===== config.mk =====
export PLATFORM = sky130hd
export DESIGN_NAME = ifetch_buffer
export DESIGN_NICKNAME = d
export VERILOG_FILES = /design/src/rtl/ifetch_buffer_pkg.sv /design/src/rtl/ifetch_fifo.sv /design/src/rtl/ifetch_buffer.sv
export SDC_FILE = /design/constraint.sdc
export NUM_CORES = 1
export LEC_CHECK = 0
export CORE_MARGIN = 2
export CORE_UTILIZATION = 50
export DETAILED_ROUTE_END_ITERATION = 7
export PLACE_DENSITY = 0.76
export RECOVER_POWER = 50
export SLEW_MARGIN = 20
export SYNTH_ARGS = -nofsm -noshare
export SYNTH_HDL_FRONTEND = slang
export SYNTH_SLANG_ARGS = --single-unit
export TNS_END_PERCENT = 100

===== constraint.sdc =====
create_clock -name clk -period 9.1 [get_ports clk]
set_input_delay 1.82 -clock clk [delete_from_list [all_inputs] [get_ports clk]]
set_output_delay 1.82 -clock clk [all_outputs]
set_load 0.1 [all_outputs]

===== src/rtl/ifetch_buffer_pkg.sv =====
// ifetch_buffer_pkg
// Shared definitions for the instruction-fetch buffer:
//   - fetch FSM state encoding
//   - AdEL exception code and the legal instruction-memory window
//   - queue entry layout {pc, instr, exc, exccode} and its width
//   - addr_fault(): misalignment / out-of-window test, used only when the
//     IFETCH_BUFFER_ADDR_CHECK_EN build option is enabled
package ifetch_buffer_pkg;

    typedef enum logic [1:0] {
        IDLE  = 2'd0,
        REQ   = 2'd1,
        DROP  = 2'd2,
        FAULT = 2'd3
    } state_t;

    localparam logic [4:0]  EXC_ADEL   = 5'd4;
    localparam logic [31:0] IMEM_BASE  = 32'h0000_3000;
    localparam logic [31:0] IMEM_LIMIT = 32'h0000_6FFC;

    typedef struct packed {
        logic [31:0] pc;
        logic [31:0] instr;
        logic        exc;
        logic [4:0]  exccode;
    } entry_t;

    localparam int ENTRY_W = $bits(entry_t);

    // Word-misaligned or outside the instruction-memory window.
    function automatic logic addr_fault(input logic [31:0] addr);
        return (addr[1:0] != 2'b00) || (addr < IMEM_BASE) || (addr > IMEM_LIMIT);
    endfunction

endpackage


===== src/rtl/ifetch_fifo.sv =====
// ifetch_fifo
// DEPTH-entry queue of fetched instructions with wrap-around pointers and an
// occupancy count of 0..DEPTH. The head entry is presented combinationally.
// Ports:
//   clk, reset        clock, asynchronous active-high reset
//   push, push_entry  write an entry at the tail (ignored when full)
//   pop               drop the head entry (ignored when empty)
//   clear             empty the queue at the next edge; overrides push/pop
//   head              current head entry
//   count, full       occupancy and full flag
module ifetch_fifo
    import ifetch_buffer_pkg::*;
#(
    parameter int DEPTH = 4
) (
    input  logic                     clk,
    input  logic                     reset,
    input  logic                     push,
    input  entry_t                   push_entry,
    input  logic                     pop,
    input  logic                     clear,
    output entry_t                   head,
    output logic [$clog2(DEPTH):0]   count,
    output logic                     full
);

    localparam int PW = $clog2(DEPTH);
    localparam logic [PW-1:0] PTR_ONE  = PW'(1'b1);
    localparam logic [PW:0]   CNT_ONE  = (PW+1)'(1'b1);
    localparam logic [PW:0]   CNT_FULL = (PW+1)'(DEPTH);

    entry_t          mem_r [DEPTH];
    logic [PW-1:0]   rd_ptr_r;
    logic [PW-1:0]   wr_ptr_r;
    logic [PW:0]     count_r;
    logic            push_ok_s;
    logic            pop_ok_s;

    assign full      = (count_r == CNT_FULL);
    assign push_ok_s = push && !full;
    assign pop_ok_s  = pop && (count_r != '0);
    assign head      = mem_r[rd_ptr_r];
    assign count     = count_r;

    // Storage, pointers and occupancy; clear wins over push and pop.
    always_ff @(posedge clk or posedge reset) begin
        if (reset) begin
            rd_ptr_r <= '0;
            wr_ptr_r <= '0;
            count_r  <= '0;
            for (int i = 0; i < DEPTH; i++) begin
                mem_r[i] <= '0;
            end
        end else if (clear) begin
            rd_ptr_r <= '0;
            wr_ptr_r <= '0;
            count_r  <= '0;
        end else begin
            if (push_ok_s) begin
                mem_r[wr_ptr_r] <= push_entry;
                wr_ptr_r        <= wr_ptr_r + PTR_ONE;
            end
            if (pop_ok_s) begin
                rd_ptr_r <= rd_ptr_r + PTR_ONE;
            end
            case ({push_ok_s, pop_ok_s})
                2'b10:   count_r <= count_r + CNT_ONE;
                2'b01:   count_r <= count_r - CNT_ONE;
                default: count_r <= count_r;
            endcase
        end
    end

endmodule


===== src/rtl/ifetch_buffer.sv =====
// ifetch_buffer
// Instruction-fetch front end: issues one instruction-memory read at a time
// from the current PC, queues the returned words for decode, and steps the
// PC register (pc_we) once per accepted word. A flush empties the queue and
// lets the PC load its redirect target; a read still in flight at that
// moment is dropped when it returns.
// Build option IFETCH_BUFFER_ADDR_CHECK_EN: a misaligned or out-of-window PC
// queues an AdEL fault entry instead of fetching, and fetch halts until a
// flush. Without it no check is made and dec_exc/dec_exccode are 0.
// Ports:
//   clk, reset                    clock, asynchronous active-high reset
//   pc, pc_we                     PC value in, PC load enable out
//   flush                         redirect taken this cycle
//   imem_req/addr/ack/rdata       instruction-memory read handshake
//   dec_valid/ready               head entry handshake towards decode
//   dec_instr/pc/exc/exccode      head entry contents
// DEPTH must be a power of two, at least 2.
module ifetch_buffer
    import ifetch_buffer_pkg::*;
#(
    parameter int DEPTH = 4
) (
    input  logic        clk,
    input  logic        reset,
    input  logic [31:0] pc,
    output logic        pc_we,
    input  logic        flush,
    output logic        imem_req,
    output logic [31:0] imem_addr,
    input  logic        imem_ack,
    input  logic [31:0] imem_rdata,
    output logic        dec_valid,
    input  logic        dec_ready,
    output logic [31:0] dec_instr,
    output logic [31:0] dec_pc,
    output logic        dec_exc,
    output logic [4:0]  dec_exccode
);

    state_t                 state_r;
    state_t                 state_nxt_s;
    logic                   req_s;
    logic                   we_s;
    logic                   push_s;
    logic                   pop_s;
    logic                   clear_s;
    logic                   full_s;
    logic                   valid_s;
    entry_t                 push_entry_s;
    entry_t                 head_s;
    logic [$clog2(DEPTH):0] count_s;

    ifetch_fifo #(.DEPTH(DEPTH)) u_fifo (
        .clk        (clk),
        .reset      (reset),
        .push       (push_s),
        .push_entry (push_entry_s),
        .pop        (pop_s),
        .clear      (clear_s),
        .head       (head_s),
        .count      (count_s),
        .full       (full_s)
    );

    assign valid_s = (count_s != '0);

    // Fetch FSM state register.
    always_ff @(posedge clk or posedge reset) begin
        if (reset) begin
            state_r <= IDLE;
        end else begin
            state_r <= state_nxt_s;
        end
    end

    // Next state, memory request, PC step and queue control.
    always_comb begin
        state_nxt_s  = state_r;
        req_s        = 1'b0;
        we_s         = 1'b0;
        push_s       = 1'b0;
        clear_s      = 1'b0;
        pop_s        = valid_s && dec_ready;
        push_entry_s = '{pc, imem_rdata, 1'b0, 5'd0};
        if (flush) begin
            // Redirect: queue emptied, PC loads the target. A read still in
            // flight must be absorbed in DROP unless it returns right now.
            clear_s = 1'b1;
            we_s    = 1'b1;
            req_s   = (state_r == REQ);
            case (state_r)
                REQ:     state_nxt_s = imem_ack ? IDLE : DROP;
                DROP:    state_nxt_s = imem_ack ? IDLE : DROP;
                default: state_nxt_s = IDLE;
            endcase
        end else begin
            case (state_r)
                IDLE: begin
                    if (!full_s) begin
`ifdef IFETCH_BUFFER_ADDR_CHECK_EN
                        if (addr_fault(pc)) begin
                            push_s       = 1'b1;
                            push_entry_s = '{pc, 32'd0, 1'b1, EXC_ADEL};
                            state_nxt_s  = FAULT;
                        end else begin
                            req_s       = 1'b1;
                            state_nxt_s = REQ;
                        end
`else
                        req_s       = 1'b1;
                        state_nxt_s = REQ;
`endif
                    end else begin
                        state_nxt_s = IDLE;
                    end
                end
                REQ: begin
                    req_s = 1'b1;
                    if (imem_ack) begin
                        push_s      = 1'b1;
                        we_s        = 1'b1;
                        state_nxt_s = IDLE;
                    end else begin
                        state_nxt_s = REQ;
                    end
                end
                DROP: begin
                    state_nxt_s = imem_ack ? IDLE : DROP;
                end
                FAULT: begin
                    state_nxt_s = FAULT;
                end
                default: begin
                    state_nxt_s = IDLE;
                end
            endcase
        end
    end

    // IDLE requests combinationally, so reset must mask the strobes directly.
    assign imem_req  = req_s & ~reset;
    assign pc_we     = we_s & ~reset;
    assign imem_addr = pc;
    assign dec_valid = valid_s;
    assign dec_instr = head_s.instr;
    assign dec_pc    = head_s.pc;

`ifdef IFETCH_BUFFER_ADDR_CHECK_EN
    assign dec_exc     = head_s.exc;
    assign dec_exccode = head_s.exccode;
`else
    logic unused_exc_s;
    assign unused_exc_s = ^{head_s.exc, head_s.exccode};
    assign dec_exc      = 1'b0;
    assign dec_exccode  = 5'd0;
`endif

endmodule


==> impl_results.md, run 1 <==
* Status: complete, but fails checks
* Failing checks: max-capacitance violations, max-slew violations
* Area contributors post-synth: dfrtp_1 (50%), mux2_4 (27%), mux4_2 (11%), buf_12 (3.8%), buf_4 (2.2%)
* Worst reg2reg path startpoint: state_r[1]
* DR pass1 iterations at 4
* Synth warn at 0
* Number of global-route vias before repair at 7265
* Count leader, synth: dfrtp_1
* Worst Tran Pin Value at 3230 ps
* Dpl hpwl at 14100 microns
* CP startpoint: reset
* Top_reg_cell synth: dfrtp_1
* Startpoint Class: input port
* Setup TNS Final at 0 ps
* Routability Congestion at 0.698
* Die X at 166 microns
* Largest net degree at the start of global routing at 79
* Synth async-reset ratio at 100%
* Synth area leader: dfrtp_1
* Critical path class: in2async
* Port bufs at 167
* Rel. slew slack at -115%
* Cts bufs inserted at 30
* Setup bufs post-CTS at 0
* CP peak stage delay at 2250 ps
* Die area at 27700 sq um
* TritonCTS clock tree: yes
* # nets final at 933
* Worst-path clk slew at 60 ps
* # rows at 59
* Core area at 26000 sq um
* FF+latch count, synth at 265
* CP cell instances: dlygate4sd3_1 -> clkinvlp_4 -> clkbuf_1 -> clkbuf_2
* Fin. Hold Viols at 0
* Gr ovfl total at 0
* Post-CTS Hold Fix Bufs at 0
* Critical-path maximum fanout at 78
* Sink Count at 265
* Maximum clock rate at 0.159 GHz
* Final Util at 59.3%
* Synth top cells by count: dfrtp_1 (265), mux2_4 (240), mux4_2 (64)
* Register area share after synthesis at 50.3%
* Netlist cell types at 33
* Share of the synthesized area in the top cell type at 50.3%
* Worst min path class: reg2reg
* Cell area after synthesis at 13200 sq um
* CP required at 9370 ps
* Fin crit share at 69.0%
* DRT antenna net count at 0
* Post-Route Skew at 8.08 ps
* IO Pins at 174
* Synth-to-layout area growth at 16.8%
* Post-detailed-route wirelength per cell at 20.6 microns
* CP Capture Type: asynchronous set/reset pin
* Antenna fix cells at 0
* Drc violations at 0
* RSZ-0062 raised after global routing: no
* Crit path DAT at 6550 ps
* Via count at 6591
* Clock root buffer: clkbuf_16
* Crit-path slowest cell: clkbuf_1
* Share of layout cells above drive strength 1 at 39.5%
* Initial drt markers at 318
* R2R depth at 6
* Initial antenna violation count at 0
* Chip height at 166 microns
* H-tree depth at 1
* Mapped Cells at 722
* Clk_lat worst skew at 540 ps
* Post-CTS sizing at 0
* Reg2Reg Setup Slack at 5790 ps
* Max cap viols at 4
* Final WL at 25000 microns
* Worst r2r dst: u_fifo.mem_r[81]
* Post-synth EDFFs at 0
* First-pass GRT wire length at 41500 microns
* Final setup fails at 0
* Synthesized area per cell at 18.3 sq um
* Period minus WS final at 6280 ps
* Max Root-Sink Buffers at 3
* Worst Setup EP: u_fifo.mem_r[197]
* GR Util All Layers at 18.4%
* Vias/cell at 5.43
* Slew Viols, Final at 271
* Initial Util at 50.8%
[layout make-up]
class	count	area [sq um]
clock buffer	45	888
clock inverter	11	158
fill	1983	10600
inverter	6	26.3
multi-input combinational	378	5570
sequential	265	6640
tap	335	419
timing repair buffer	173	1700
[worst min-delay path by stage]
stage	to	slack, ps	cells past startpoint	startpoint
finish	u_fifo.mem_r[182]	490	1	u_fifo.mem_r[182]
CTS	u_fifo.mem_r[105]	500	1	u_fifo.mem_r[105]
global placement	u_fifo.mem_r[24]	480	1	u_fifo.mem_r[24]
floorplan	u_fifo.mem_r[105]	470	1	u_fifo.mem_r[105]
detailed placement	u_fifo.mem_r[198]	490	1	u_fifo.mem_r[198]
global route	u_fifo.mem_r[156]	510	1	u_fifo.mem_r[156]
[per-stage QoR]
stage / hold slack (ps) / cells / instance area [sq um] / setup WS, ps
after floorplan: 474 / 727 / 13200 / 3780
after global placement: 482 / 1157 / 14500 / 3280
after detailed placement: 488 / 1157 / 14500 / 3240
after CTS: 502 / 1213 / 15500 / 3200
after global routing: 507 / 1213 / 15400 / 1870
final: 488 / 1213 / 15400 / 2820
[worst max-delay path: cells and delay by family]
kind | cells | cell delay [ps]
buf+inv | 4 | 4640
[per-layer routing]
layer / vias up / wire length, microns / GRT usage, %
li1: 2875 / - / -
met1: 3525 / 11800 / 27.1
met2: 156 / 11400 / 28.2
met3: 35 / 1410 / 4.56
met4: 0 / 414 / 3.34
met5: - / 0 / 0
[cell families (layout without fill, tap and decap cells)]
logic type | Yosys count | count (layout) | synth area share (%)
AOI/OAI and AO/OA | 11 | 11 | 0.522
DFF | 265 | 265 | 50.3
and+or+nand+nor | 26 | 26 | 1.56
xor gates and xnor gates | 2 | 2 | 0.133
other | 1 | 6 | 0.0284
buffers and inverters | 84 | 235 | 6.62
adders and majority gates | 10 | 10 | 1.01
muxes | 323 | 323 | 39.9
[sequential cells by signal, indices dropped and copies added, names as in the netlist]
signal / count
u_fifo.mem_r: 256
u_fifo.count: 3
state_r: 2
u_fifo.rd_ptr_r: 2
u_fifo.wr_ptr_r: 2
[cell usage in the layout, fill, tap and decap left out, types with 9 or more instances in the layout]
master             n
clkbuf_1          10
clkbuf_16         31
clkdlybuf4s50_1  165
dfrtp_1          263
ha_1               9
mux2_1            35
mux2_2            17
mux2_4           205
mux4_2            64
Power of run 1 is left out: the tool's default activity adds up to more than one toggle a clock period on the data nets, which glitch-free logic cannot reach.
==> inputs of run 2 (changes only) <==
==> constraint.sdc (replaced) <==
create_clock -name clk -period 5.4 [get_ports clk]
set_input_delay 1.08 -clock clk [delete_from_list [all_inputs] [get_ports clk]]
set_output_delay 1.08 -clock clk [all_outputs]
set_load 0.1 [all_outputs]
==> run 2 against run 1 <==
The run still ends with max-capacitance violations, max-slew violations left. Non-clock buffer count grew 1. Wire length is essentially flat. Global-route usage up 0.090 points. Setup slack got worse by 2100 ps. Highest routed layer unchanged. First-iteration DRC count decreased by 1.9%. Critical path depth is 1 higher. Cell area fell by 0.66%. Final cell count is 0.49% lower.
==> impl_results.md, run 2 (synthesis gave the netlist of run 1 again) <==
* Setup TNS Final at 0 ps (unchanged)
* Startpoint Class: input port
* Buf/Inv on CP at 1 (-3)
* Max Root-Sink Buffers at 3 (unchanged)
* Period minus WS final at 4650 ps
* IO Pins at 174 (unchanged)
* Worst reg2reg path startpoint: state_r[1]
* Gr ovfl total at 0 (unchanged)
* TritonCTS clock tree: yes
* Post-CTS sizing at 0 (unchanged)
* RSZ-0062 raised after global routing: no
* Final setup fails at 0 (unchanged)
* Post-CTS Hold Fix Bufs at 0 (unchanged)
* Crit-path slowest cell: nand2_2
* Reg2Reg Setup Slack at 1430 ps (-4360 ps)
* Commonest non-fill, non-tap cell in the layout: dfrtp_1
* Fin. Hold Viols at 0 (unchanged)
* Sink Count at 265 (unchanged)
* GRT busiest layer: met2
* Vias/cell at 5.39 (-0.80%)
* Core area at 26000 sq um (unchanged)
* Slew Viols, Final at 235 (-13%)
* Critical path class: in2reg
* First-pass GRT wire length at 41800 microns (+0.80%)
* Final WL at 25000 microns (about the same)
* Routability Congestion at 0.687 (-1.6%)
* Non-filler cells, final at 1207 (-0.49%)
* # nets final at 933 (unchanged)
* Cell count after placement at 1157 (unchanged)
* H-tree depth at 1 (unchanged)
* Worst min path class: reg2reg
* Synth-to-layout area growth at 16.0%
* Met2 usage at 28.5% (+0.36 points)
* Worst-path clk slew at 60 ps (about the same)
* Chip height at 166 microns (unchanged)
* DR pass1 iterations at 4 (unchanged)
* DRT antenna net count at 0 (unchanged)
* GR Util met3 at 4.11% (-0.45 points)
* Die area at 27700 sq um (unchanged)
* CP peak stage delay at 1510 ps (-740 ps)
* Setup bufs post-CTS at 0 (unchanged)
* Area of placed instances at 14500 sq um (+0.31%)
* Clock root buffer: clkbuf_16
* Status: complete, but fails checks
* Die X at 166 microns (unchanged)
* Cts bufs inserted at 29 (-3.3%)
* Largest net degree at the start of global routing at 105 (+33%)
* Initial drt markers at 312 (-1.9%)
* Initial antenna violation count at 0 (unchanged)
* # rows at 59 (unchanged)
* Initial Util at 50.8% (unchanged)
* Top delay family on crit path: simple AND/OR/NAND/NOR gates
* CP cell instances: dlygate4sd3_1 -> and3b_1 -> and2_0 -> nand2_2 -> mux2_1
* Clk_lat worst skew at 530 ps (about the same)
* CP Capture Type: flop
* Post-route cell area at 15300 sq um (-0.66%)
* Post-detailed-route wirelength per cell at 20.7 microns (+0.41%)
* Most flop-heavy register: u_fifo.mem_r
* Via count at 6506 (-1.3%)
* Rel. slew slack at -68.1% (+47 points)
* Dpl hpwl at 14200 microns (+0.85%)
* Share of layout cells above drive strength 1 at 40.3% (+0.73 points)
* Maximum clock rate at 0.215 GHz
* CP required at 5810 ps (-3560 ps)
* Worst Tran Pin Value at 2520 ps (-704 ps)
* Crit path DAT at 5050 ps (-1500 ps)
* Max cap viols at 3 (-1)
* Most frequent cells in the layout: dfrtp_1 (263), mux2_4 (213), clkdlybuf4s50_1 (163), mux4_2 (64), clkbuf_16 (29)
* Drc violations at 0 (unchanged)
* Largest register FFs at 256 (unchanged)
* Failing checks: max-capacitance violations, max-slew violations
* CP startpoint: flush
* Met1 Use GR at 27.2% (+0.095 points)
* Antenna fix cells at 0 (unchanged)
* Fin crit share at 86.0%
* Hold Path Origin: u_fifo.mem_r[241]
* GR Util All Layers at 18.5% (+0.090 points)
* Critical-path maximum fanout at 64 (-18%)
* Port bufs at 167 (unchanged)
* Number of global-route vias before repair at 7242 (-0.32%)
* Final Util at 58.9% (-0.39 points)
* Post-Route Skew at 9.21 ps (+1.13 ps)
## run 2: cell count changes in the layout (fill, tap and decap cells not counted), moves of 3 or more
cell / delta
clkinv_2: -5
mux2_4: +8
mux2_1: -8
buf_12: +3
nand2_8: -4
bufinv_16: -3
clkbuf_8: +3
## run 2: area by class of cell
type / instances / area, sq um
Clock buffer: 47 / 883
Clock inverter: 2 / 35.0
Fill cell: 1982 / 10700
Inverter: 6 / 23.8
Multi-Input combinational cell: 378 / 5550
Sequential cell: 265 / 6640
Tap cell: 335 / 419
Timing Repair Buffer: 174 / 1750
## run 2: worst register-to-register path, delay by kind of cell (launching register included)
| family | cells | cell delay (ps) |
|---|---|---|
| simple gates | 3 | 2250 |
| mux | 1 | 880 |
| flops | 1 | 400 |
| fa+ha+maj | 1 | 210 |
| buf+inv | 1 | 110 |
## run 2: path summary, 6_finish.rpt
path / cells past startpoint / end
max: 5 / u_fifo.mem_r[108]
min: 1 / u_fifo.mem_r[241]
max reg2reg: 6 / u_fifo.mem_r[108]
min reg2reg: 1 / u_fifo.mem_r[241]
max in group asynchronous: 3 / u_fifo.mem_r[66]
min in group asynchronous: 2 / u_fifo.mem_r[22]
## run 2: stage by stage
| step | hold slack, ps | setup WS (ps) |
|---|---|---|
| 5_1_grt | 510 | 513 |
| 3_5_place_dp | 487 | 1450 |
| 6_report | 488 | 754 |
| 3_3_place_gp | 484 | 1460 |
| 4_1_cts | 501 | 884 |
| 2_1_floorplan | 474 | 822 |
## run 2: layer usage
| layer | wire (microns) | part of all wire [%] |
|---|---|---|
| met1 | 11800 | 47 |
| met4 | 470 | 1.9 |
| met5 | 0 | 0 |
| met2 | 11400 | 46 |
| met3 | 1350 | 5.4 |
Power of run 2 is left out for the same reason.
==> inputs of run 3 (changes only) <==
--- a/config.mk
+++ b/config.mk
@@ -10,6 +10,7 @@
 export DETAILED_ROUTE_END_ITERATION = 7
 export PLACE_DENSITY = 0.76
 export RECOVER_POWER = 50
+export SKIP_LAST_GASP = 1
 export SLEW_MARGIN = 20
 export SYNTH_ARGS = -nofsm -noshare
 export SYNTH_HDL_FRONTEND = slang
==> constraint.sdc (replaced) <==
create_clock -name clk -period 5.4 [get_ports clk]
set_input_delay 0.81 -clock clk [delete_from_list [all_inputs] [get_ports clk]]
set_output_delay 0.81 -clock clk [all_outputs]
set_load 0.1 [all_outputs]
==> run 3 against run 2 <==
The flow still finishes with violations (max-capacitance violations, max-slew violations). Utilization rose by 0.21 points. Register-to-register slack improved by 670 ps. Clock skew fell by 2.4 ps. Critical path type is now reg2out. Critical endpoint is now dec_instr[22]. Largest cell class unchanged. Highest routed layer unchanged.
==> impl_results.md, run 3 (synthesis gave the netlist of run 1 again) <==
* Hold Path Origin: u_fifo.mem_r[231]
* Slew Viols, Final at 118 (-50%)
* Hold Path Depth at 1 (unchanged)
* Routability Congestion at 0.705 (+2.6%)
* GR Util All Layers at 18.5% (+0.065 points)
* CP Capture Type: primary output
* Sink Count at 265 (unchanged)
* RSZ-0062 raised after global routing: no
* Clock root buffer: clkbuf_16
* Failing checks: max-capacitance violations, max-slew violations
* Post-CTS Hold Fix Bufs at 0 (unchanged)
* Filler cells at 1975 (-0.35%)
* Setup bufs post-CTS at 0 (unchanged)
* Share of layout cells above drive strength 1 at 40.2% (-0.092 points)
* # nets final at 931 (-0.21%)
* Initial drt markers at 337 (+8.0%)
* Worst Hold Endpoint: u_fifo.mem_r[231]
* Max Root-Sink Buffers at 3 (unchanged)
* # rows at 59 (unchanged)
* IO Pins at 174 (unchanged)
* Synth-to-layout area growth at 16.4%
* Worst r2r dst: u_fifo.mem_r[119]
* Vias/cell at 5.42 (+0.59%)
* Post-CTS sizing at 0 (unchanged)
* Post-detailed-route wirelength per cell at 20.8 microns (+0.60%)
* Clk_lat worst skew at 530 ps (about the same)
* Rel. slew slack at -91.1% (-23 points)
* Worst Tran Pin Value at 2870 ps (+346 ps)
* Setup TNS Final at 0 ps (unchanged)
* Worst min path class: reg2reg
* Initial antenna violation count at 0 (unchanged)
* Largest net degree at the start of global routing at 143 (+36%)
* Critical path class: reg2out
* Commonest non-fill, non-tap cell in the layout: dfrtp_1
* Fin. Hold Viols at 0 (unchanged)
* Dpl hpwl at 14000 microns (-1.6%)
* Final setup fails at 0 (unchanged)
* DR pass1 iterations at 4 (unchanged)
* First-pass GRT wire length at 41600 microns (-0.45%)
* CP required at 4590 ps (-1220 ps)
* Status: complete, but fails checks
* Period minus WS final at 4230 ps (-419 ps)
* R2R depth at 6 (unchanged)
* Port bufs at 167 (unchanged)
* Reg2Reg Setup Slack at 2100 ps (+670 ps)
* Die area at 27700 sq um (unchanged)
* Number of global-route vias before repair at 7257 (+0.21%)
* Most flop-heavy register: u_fifo.mem_r
* Startpoint Class: flop
* Max cap viols at 1 (-2)
* Worst reg2reg path startpoint: state_r[1]
* Cts bufs inserted at 29 (unchanged)
* Crit path DAT at 3420 ps (-1630 ps)
* Antenna fix cells at 0 (unchanged)
* Gr ovfl total at 0 (unchanged)
* Die X at 166 microns (unchanged)
* Final Util at 59.1% (+0.21 points)
* Most frequent cells in the layout: dfrtp_1 (263), mux2_4 (209), clkdlybuf4s50_1 (165), mux4_2 (64), mux2_1 (31)
* Chip height at 166 microns (unchanged)
* Post-Route Skew at 6.80 ps (-2.40 ps)
* Largest register FFs at 256 (unchanged)
* Fin crit share at 78.3% (-7.8 points)
* TritonCTS clock tree: yes
* Initial Util at 50.8% (unchanged)
* Critical-path maximum fanout at 41 (-36%)
* Core area at 26000 sq um (unchanged)
* H-tree depth at 1 (unchanged)
* Drc violations at 0 (unchanged)
* DRT antenna net count at 0 (unchanged)
* Final WL at 25200 microns (+0.76%)
* Via count at 6555 (+0.75%)
* Worst-path clk slew at 60 ps (about the same)
* Maximum clock rate at 0.237 GHz (+9.9%)
==> run 3: cell types whose count changed in the layout (fill, tap and decap cells not counted), moves of 4 or more <==
cell,change
clkbuf_1,-4
clkbuf_8,-4
clkinv_2,+8
mux2_1,+4
mux2_4,-4
nand2_8,+4
==> run 3: routing by layer <==
| layer | routed length (microns) | track usage [%] | part of all wire, % |
|---|---|---|---|
| met5 | 0 | 0 | 0 |
| met4 | 443 | 3.56 | 1.8 |
| met3 | 1540 | 4.87 | 6.1 |
| met2 | 11500 | 28.0 | 46 |
| met1 | 11700 | 27.4 | 46 |
==> run 3: cell type report <==
type,count,area [sq um],area share (%)
clock buffers,40,817,5.32
clock inverters,13,143,0.929
inverters,6,23.8,0.155
multi-input cells,378,5580,36.4
flip-flops and latches,265,6640,43.2
well taps,335,419,2.73
repair buffers,172,1730,11.3
==> run 3: worst max path at each step <==
stage                                   from          endpoint  slack [ps]  cells past startpoint
after detailed placement               flush          imem_req        1580                      5
after floorplan                        reset        state_r[0]        1090                      1
after CTS                 u_fifo.rd_ptr_r[0]     dec_instr[19]        1130                      3
final                     u_fifo.rd_ptr_r[0]     dec_instr[22]        1170                      3
after global placement                 flush          imem_req        1580                      5
after global routing                   reset  u_fifo.mem_r[59]         870                      3
==> run 3: worst max-delay path, stage by stage, from the launching register on <==
cell and delay (ps):
dfrtp_4 900, buf_4 410, mux4_2 530, clkdlybuf4s50_1 1020
==> run 3: stage by stage <==
stage                     hold slack (ps)  cell area (sq um)  std cells  setup WS (ps)
final                                 493              15400       1209           1170
after global routing                  513              15400       1209            873
after CTS                             501              15500       1209           1130
after detailed placement              487              14500       1156           1580
after global placement                484              14500       1156           1580
after floorplan                       474              13200        727           1090
Power of run 3 is left out for the same reason.
==> RTL change, RTL diff (config.mk and constraints of run 1) <==
Add a define of `IFETCH_BUFFER_ADDR_CHECK_EN`.
--- a/src/rtl/ifetch_buffer.sv
+++ b/src/rtl/ifetch_buffer.sv
@@ -15,6 +15,8 @@
 //   dec_valid/ready               head entry handshake towards decode
 //   dec_instr/pc/exc/exccode      head entry contents
 // DEPTH must be a power of two, at least 2.
+`define IFETCH_BUFFER_ADDR_CHECK_EN
+
 module ifetch_buffer
     import ifetch_buffer_pkg::*;
 #(
Behaviour: not the same (Yosys sat finds a counterexample within 4 cycles, from zero or initial values and one cycle with reset high).
==> RTL change against run 1 <==
The flow still finishes with violations (max-capacitance violations, max-slew violations). Sequential cell count increased by 4. Routed wire length up 9.1%. Cell area grew 1.3%. Critical path type is now input port to flip-flop. Sequential share of layout area up 0.099 points. Area after synthesis shrank 0.25%. Setup slack lost 530 ps.
Power is not shown: default switching activity piles up to over one toggle a cycle in this logic, so the estimate is an artifact.
==> RTL change: results (changes against run 1) <==
* Antenna fix cells at 0 (unchanged)
* Pin count of the biggest net entering global routing at 193 (was 79)
* Share of the yosys chip area belonging to registers at 51.17% (was 50.28%)
* Iteration count of the initial detailed-routing pass at 4 (unchanged)
* Slew Viols, Final at 143 (was 271)
* Synth Warn # at 0 (unchanged)
* CTS H-Tree Depth at 1 (unchanged)
* Crit path DAT at 7230 ps (was 6550 ps)
* PortBufs at 169 (was 167)
* Critical-path top delay cell: nand3_1 (was clkbuf_1)
* Post-DP HPWL at 16280 um (was 14080 um)
* Wire per inst at 19.19 um (was 20.62 um)
* Reg clk slew, reported paths at 60 ps (about the same)
* Num rows at 59 (unchanged)
* CP delay by family, top: simple AND/OR/NAND/NOR gates (was buffers and inverters)
* Resize count post-CTS at 0 (unchanged)
* Worst hold path class: flip-flop to flip-flop (unchanged)
* Layout cell share with drive strength beyond 1 at 23.30% (was 39.52%)
* Post-CTS Setup Bufs at 0 (unchanged)
* Failing checks: max-capacitance violations, max-slew violations (unchanged)
* Vias per cell at 5.281 (was 5.434)
* Gpl congestion at 0.7368 (was 0.6983)
* Hold_buf cts at 0 (unchanged)
* Clk_skew at 7.389 ps (was 8.080 ps)
* Fillers at 2000 (was 1983)
* Top post-synthesis cells by area: dfrtp_1 (51%), mux4_2 (11%), mux2i_1 (10%), mux2_2 (6.6%), mux2_4 (5.8%) (was dfrtp_1 (50%), mux2_4 (27%), mux4_2 (11%), buf_12 (3.8%), buf_4 (2.2%))
* Initial DRC Count at 436 (was 318)
* Most flops, register: u_fifo.mem_r (unchanged)
* CTS buffer count at 30 (unchanged)
* Clock buffer depth at 3 (unchanged)
* Wire length of the first global-routing pass at 45060 um (was 41470 um)
* Outcome: finished, violations left (unchanged)
* Number of global-route vias before repair at 8436 (was 7265)
* Clock Tree Root: clkbuf_16 (unchanged)
* Gr usage total at 20.06% (was 18.36%)
* Nets at 1143 (was 933)
* Worst skew pair latency at 530 ps
* Max Cap Viol at 3 (was 4)
* Commonest cells in the netlist: dfrtp_1 (269), inv_1 (138), mux2i_1 (132), mux2_2 (77), mux4_2 (65) (was dfrtp_1 (265), mux2_4 (240), mux4_2 (64), buf_4 (38), buf_12 (25))
* Largest register FFs at 260 (was 256)
* Yosys cell types at 49 (was 33)
* Critical path peak fanout at 35 (was 78)
* Worst-Margin Slew at 4539 ps (was 3226 ps)
* Async S/R FF share, synth at 100.0% (unchanged)
* Antenna violations before repair at 0 (unchanged)
* CP peak stage delay at 1740 ps (was 2250 ps)
[RTL change: layer usage]
metal	routed length (um)	GRT usage (%)
met5	0	0
met3	1119	3.241
met1	12400	27.93
met4	466	4.348
met2	13290	33.63
[RTL change: cell families (layout without fill, tap and decap cells)]
logic type	Yosys count	in the layout	share of synthesized area (%)
other	1	4	0.02850
buffers and inverters	226	372	9.558
muxes	325	325	33.58
xor gates and xnor gates	2	2	0.1332
and+or+nand+nor	80	80	3.262
AOI/OAI and AO/OA	25	25	1.360
adders and majority gates	9	9	0.9130
DFF	269	269	51.17
[RTL change: area by class of cell]
cell class	count	area [um^2]	share of cell area, %
Clock buffer	51	940.9	6.031
Clock inverter	2	16.27	0.1043
Multi-Input combinational cell	445	5169	33.13
Inverter	139	525.5	3.369
Sequential cell	269	6739	43.20
Timing Repair Buffer	180	1790	11.48
Tap cell	335	419.2	2.687
[RTL change: path summary, 6_finish.rpt]
path	from	end	slack [ps]	cells past startpoint
worst max-delay path	pc[12]	u_fifo.mem_r[44]	2290	7
worst min-delay path	u_fifo.mem_r[61]	u_fifo.mem_r[61]	500	1
worst max register to register	state_r[1]	u_fifo.mem_r[44]	4270	8
worst min register to register	u_fifo.mem_r[61]	u_fifo.mem_r[61]	500	1
max in group asynchronous	reset	u_fifo.rd_ptr_r[0]	2330	3
min in group asynchronous	reset	u_fifo.mem_r[136]	3620	3
[RTL change: metrics by stage]
| step | util [%] | instance area (um^2) | worst slack [ps] | std cells |
|---|---|---|---|---|
| final | 60.21 | 15600 | 2289 | 1421 |
| after global placement | 56.58 | 14660 | 2589 | 1367 |
| after detailed placement | 56.58 | 14660 | 2544 | 1367 |
| after global routing | 60.21 | 15600 | 1258 | 1421 |
| after CTS | 60.28 | 15620 | 2528 | 1420 |
| after floorplan | - | 13170 | 3453 | 940 |
